--- config.mk ---
export PLATFORM = sky130hd
export DESIGN_NAME = bin2bcd_seq
export DESIGN_NICKNAME = d
export VERILOG_FILES = /design/src/rtl/bin2bcd_seq_pkg.sv /design/src/rtl/bin2bcd_seq_add3.sv /design/src/rtl/bin2bcd_seq.sv
export SDC_FILE = /design/constraint.sdc
export NUM_CORES = 1
export LEC_CHECK = 0
export ABC_AREA = 1
export CAP_MARGIN = 20
export CELL_PAD_IN_SITES_DETAIL_PLACEMENT = 2
export CELL_PAD_IN_SITES_GLOBAL_PLACEMENT = 2
export CORE_AREA = 4 4 121 123
export DETAILED_ROUTE_END_ITERATION = 12
export DIE_AREA = 0 0 125 127
export PLACE_DENSITY_LB_ADDON = 0.1
export SLEW_MARGIN = 20
export SYNTH_ARGS = -nofsm -noshare
export SYNTH_HDL_FRONTEND = slang
export SYNTH_SLANG_ARGS = --single-unit
--- constraint.sdc ---
create_clock -name clk -period 2.21 [get_ports clk]
set_input_delay 0.221 -clock clk [delete_from_list [all_inputs] [get_ports clk]]
set_output_delay 0.221 -clock clk [all_outputs]
set_load 0.01 [all_outputs]
--- src/rtl/bin2bcd_seq_pkg.sv ---
// Shared types and constants for the sequential binary-to-BCD converter.
package bcd_pkg;

    typedef enum logic [1:0] {
        IDLE  = 2'd0,
        SHIFT = 2'd1,
        DONE  = 2'd2
    } state_t;

    localparam int DIGITS_DEF = 8;
    localparam int BIN_W_DEF  = 27;

    localparam logic [3:0] BCD_SAT = 4'h9;

    // Largest value representable in the given number of decimal digits.
    function automatic logic [63:0] max_dec(input int digits);
        logic [63:0] p;
        p = 64'd1;
        for (int i = 0; i < digits; i++) begin
            p = p * 64'd10;
        end
        return p - 64'd1;
    endfunction

endpackage

--- src/rtl/bin2bcd_seq_add3.sv ---
// Double-dabble digit correction: one BCD nibble, purely combinational.
module bcd_add3 (
    input  logic [3:0] nibble,
    output logic [3:0] adjusted
);

    assign adjusted = (nibble >= 4'd5) ? nibble + 4'd3 : nibble;

endmodule

--- src/rtl/bin2bcd_seq.sv ---
// Iterative shift-add-3 binary to packed BCD converter with saturation/overflow.
// Optional macro BCD_AUTO_EN: also start a conversion whenever bin differs from the last value converted.
module bin2bcd_seq
    import bcd_pkg::*;
#(
    parameter int BIN_W  = BIN_W_DEF,
    parameter int DIGITS = DIGITS_DEF
) (
    input  logic                  clk,
    input  logic                  rst_n,
    input  logic                  start,
    input  logic [BIN_W-1:0]      bin,
    output logic                  busy,
    output logic                  done,
    output logic [4*DIGITS-1:0]   bcd,
    output logic                  ovf
);

    localparam int CNT_W  = $clog2(BIN_W + 1);
    localparam int BCD_W  = 4 * DIGITS;
    localparam int WORK_W = BCD_W + BIN_W;
    localparam logic [BIN_W-1:0] MAX_BIN = BIN_W'(max_dec(DIGITS));

    state_t              state;
    logic [WORK_W-1:0]   work;
    logic [WORK_W-1:0]   work_adj;
    logic [CNT_W-1:0]    cnt;
    logic                ovf_pending;
    logic                trigger;

    // Binary field passes through; every BCD nibble is corrected in parallel before the shift.
    assign work_adj[BIN_W-1:0] = work[BIN_W-1:0];

    for (genvar g = 0; g < DIGITS; g++) begin : g_digit
        bcd_add3 u_add3 (
            .nibble   (work[BIN_W + 4*g +: 4]),
            .adjusted (work_adj[BIN_W + 4*g +: 4])
        );
    end

`ifdef BCD_AUTO_EN
    logic [BIN_W-1:0] last_bin;

    assign trigger = start || (bin != last_bin);

    always_ff @(posedge clk or negedge rst_n) begin
        if (!rst_n) begin
            last_bin <= '0;
        end else if (state == IDLE && trigger) begin
            last_bin <= bin;
        end
    end
`else
    assign trigger = start;
`endif

    always_ff @(posedge clk or negedge rst_n) begin
        if (!rst_n) begin
            state       <= IDLE;
            work        <= '0;
            cnt         <= '0;
            ovf_pending <= 1'b0;
            busy        <= 1'b0;
            done        <= 1'b0;
            bcd         <= '0;
            ovf         <= 1'b0;
        end else begin
            done <= 1'b0;
            case (state)
                IDLE: begin
                    if (trigger) begin
                        work        <= {{BCD_W{1'b0}}, bin};
                        cnt         <= CNT_W'(BIN_W);
                        ovf_pending <= (bin > MAX_BIN);
                        busy        <= 1'b1;
                        state       <= SHIFT;
                    end
                end
                SHIFT: begin
                    // Carry out of the top nibble is dropped; overflow was decided at capture.
                    work <= {work_adj[WORK_W-2:0], 1'b0};
                    cnt  <= cnt - 1'b1;
                    if (cnt == CNT_W'(1)) begin
                        state <= DONE;
                    end
                end
                DONE: begin
                    bcd   <= ovf_pending ? {DIGITS{BCD_SAT}} : work[WORK_W-1 -: BCD_W];
                    ovf   <= ovf_pending;
                    done  <= 1'b1;
                    busy  <= 1'b0;
                    state <= IDLE;
                end
                default: begin
                    busy  <= 1'b0;
                    state <= IDLE;
                end
            endcase
        end
    end

endmodule

==> metrics.txt <==
dpl ws=493 ps; cells after synthesis=525; Setup Skew=5.02 ps; RSZ-0062 raised after global routing=no; CP peak stage delay=400 ps; Area growth syn-to-layout=22.9%; largest net degree at the start of global routing=103; die area=0.0159 mm2; worst vdd rail ir drop=579 uV; antenna diode count=0; setup TNS=0 ps; synthesized area=0.00492 mm2; Slew Viols, Final=0; Crit Path Max Fanout=4; input/output buffers=64; clk_lat worst skew=350 ps; CP Data Arrival Time=1900 ps; first-pass GRT wire length=23.3 mm; worst r2r path cells=7; maximum clock rate=0.595 GHz; drt initial violations=118; I/O Pins=65; P_leak=2.79 nW; chip height=127 um; CP Capture Type=flip-flop; cts bufs inserted=9; outcome=completed; Hold Fails Final Rpt=0; fin util=0.443; register area share after synthesis=0.518; cells resized by post-CTS repair=0; GPL Wtd Cong=0.734; htree depth=3; wire per inst=17.2 um; layout cells sized above 1=0.137; postcts setup bufs=0; drc violations=0; routed vias=3998; initial antenna violation count=0; relative slew slack=0.599; hpwl dp=9.05 mm; final cycle utilization of the critical path=0.761; clk buf depth=2; Final setup viols=0; Filler cells=1509; Vias/cell=5.15; Yosys reg bits=102; clock slew at reported path FFs=70 ps; die width=125 um; vias in the first global route=4592; critical path's slowest cell=dfrtp_1; register area=0.00255 mm2; Root Driver=clkbuf_16; measured slew at the worst slew-check pin=601 ps; Syn Area/Cell=9.38 um2; MaxCap Viol Count=0; Routed Antenna Nets=0; Power Dens Cells=1460 mW/mm2; area of the multi-input gates=0.00205 mm2; layout net count=640; Total Wirelength=13.4 mm; drt first pass iters=4; Total Routing Usage GR=0.179; Starting Density=0.360; CTS tree=built; Overflow after GRT=0; CP Launch Type=flip-flop; Synth cell types=30; fin worst setup slack=528 ps; syn nets=573; type of the worst setup path=reg2reg; # clock sinks=102; Cell Chain, Critical Path=inv_1 > ha_1 > or2_2 > nand2_1 > a21oi_1 > o21ai_0 > o21ai_2; number of cell rows=43; core outline area=0.0137 mm2; Pwr Total=0.00883 W; HP Class=in2async; worst endpoint required time=2430 ps; Final min period=1680 ps; total number of yosys warnings=0
## flip-flops by register name (all words and copies together), names as in the netlist
register	count
bcd	32
work	59
state	2
ovf	1
ovf_pending	1
done	1
cnt	5
busy	1
## cell families after synthesis
group,after synthesis,synth area share
simple gates,170,0.147
mux,1,0.00203
flops,102,0.518
fa+ha+maj,18,0.0457
xor+xnor,7,0.0125
buf+inv,71,0.0648
compound gates,156,0.210
## cells in the mapped netlist
library cell	n	area share
a22oi_1	18	0.027
inv_2	4	0.0030
xor2_1	7	0.012
o22ai_2	7	0.018
inv_4	2	0.0025
nor2_4	1	0.0023
o221ai_1	2	0.0036
o211ai_1	7	0.011
nand3_1	14	0.014
buf_6	4	0.0091
buf_2	8	0.0081
o21ai_0	47	0.048
ha_1	18	0.046
nor2_1	34	0.026
buf_4	2	0.0030
clkbuf_1	4	0.0030
nand2_2	1	0.0013
nand3b_1	1	0.0015
o211ai_2	1	0.0025
o22ai_1	1	0.0013
nand2_1	108	0.082
a21oi_1	41	0.042
inv_1	47	0.036
a22o_1	1	0.0018
dfrtp_1	102	0.52
or2_2	8	0.010
nor2_8	2	0.0081
nor3_1	1	0.0010
o21ai_2	31	0.055
mux2i_1	1	0.0020
## stage by stage
stage | cells | hold slack (ps) | cell area, um2
after global placement | 760 | 342 | 5750
final | 777 | 458 | 6050
after floorplan | 525 | -74.6 | 4920
after CTS | 777 | 491 | 6050
after global routing | 777 | 500 | 6050
after detailed placement | 760 | 344 | 5750
## critical path, delay by kind of cell (launching register included)
kind | cells | cell delay, ps
AND/OR/NAND/NOR | 2 | 470
buffers and inverters | 1 | 110
flip-flops | 1 | 400
adder cells (fa/ha/maj) | 1 | 220
AO/OA/AOI/OAI | 3 | 360
## placed cells by master (no fill, tap or decap), types with 2 or more instances in the layout
| master | instances |
|---|---|
| or2_2 | 8 |
| o21ai_0 | 47 |
| o211ai_1 | 7 |
| dfrtp_1 | 102 |
| inv_2 | 4 |
| clkdlybuf4s50_1 | 63 |
| nor2_8 | 2 |
| xor2_1 | 7 |
| buf_4 | 9 |
| clkbuf_8 | 3 |
| ha_1 | 18 |
| o22ai_2 | 7 |
| nand3_1 | 14 |
| clkbuf_16 | 9 |
| o221ai_1 | 2 |
| a22oi_1 | 18 |
| inv_1 | 47 |
| clkinv_2 | 2 |
| nor2_1 | 34 |
| o21ai_2 | 31 |
| inv_4 | 2 |
| a21oi_1 | 41 |
| nand2_1 | 108 |
## path summary, 6_finish.rpt
| kind | from | endpoint | slack (ps) |
|---|---|---|---|
| max reg2reg | work[55] | work[57] | 530 |
| max | work[55] | work[57] | 530 |
| min in group clk | work[18] | work[18] | 490 |
| min reg2reg | work[18] | work[18] | 490 |
| min | rst_n | work[46] | 460 |
| max in group asynchronous | rst_n | work[29] | 1260 |
## area by class of cell
| cell class | count | share of cell area |
|---|---|---|
| Sequential cell | 102 | 0.422 |
| Multi-Input combinational cell | 352 | 0.339 |
| Timing Repair Buffer | 74 | 0.120 |
| Clock buffer | 13 | 0.0447 |
| Tap cell | 180 | 0.0372 |
| Inverter | 53 | 0.0337 |
| Clock inverter | 3 | 0.00290 |
## repair_timing
item / in CTS / in global routing
endpoints found under the setup margin: 0 / 0
endpoints found under the hold margin: 102 / 0
hold buffers: 1 / 0
## per-layer routing
| layer | vias up | wire (um) | GRT usage |
|---|---|---|---|
| met3 | 12 | 281 | 0.0234 |
| met4 | 0 | 193 | 0.0536 |
| met1 | 2049 | 5990 | 0.231 |
| li1 | 1881 | - | - |
| met5 | - | 0 | 0 |
| met2 | 56 | 6930 | 0.314 |
## power by group
group,switching (W),internal (W)
sequential,0.000525,0.00265
clock,0.000706,0.000854
combinational,0.00247,0.00163
Note: power is estimated with default switching activity, not from simulation.
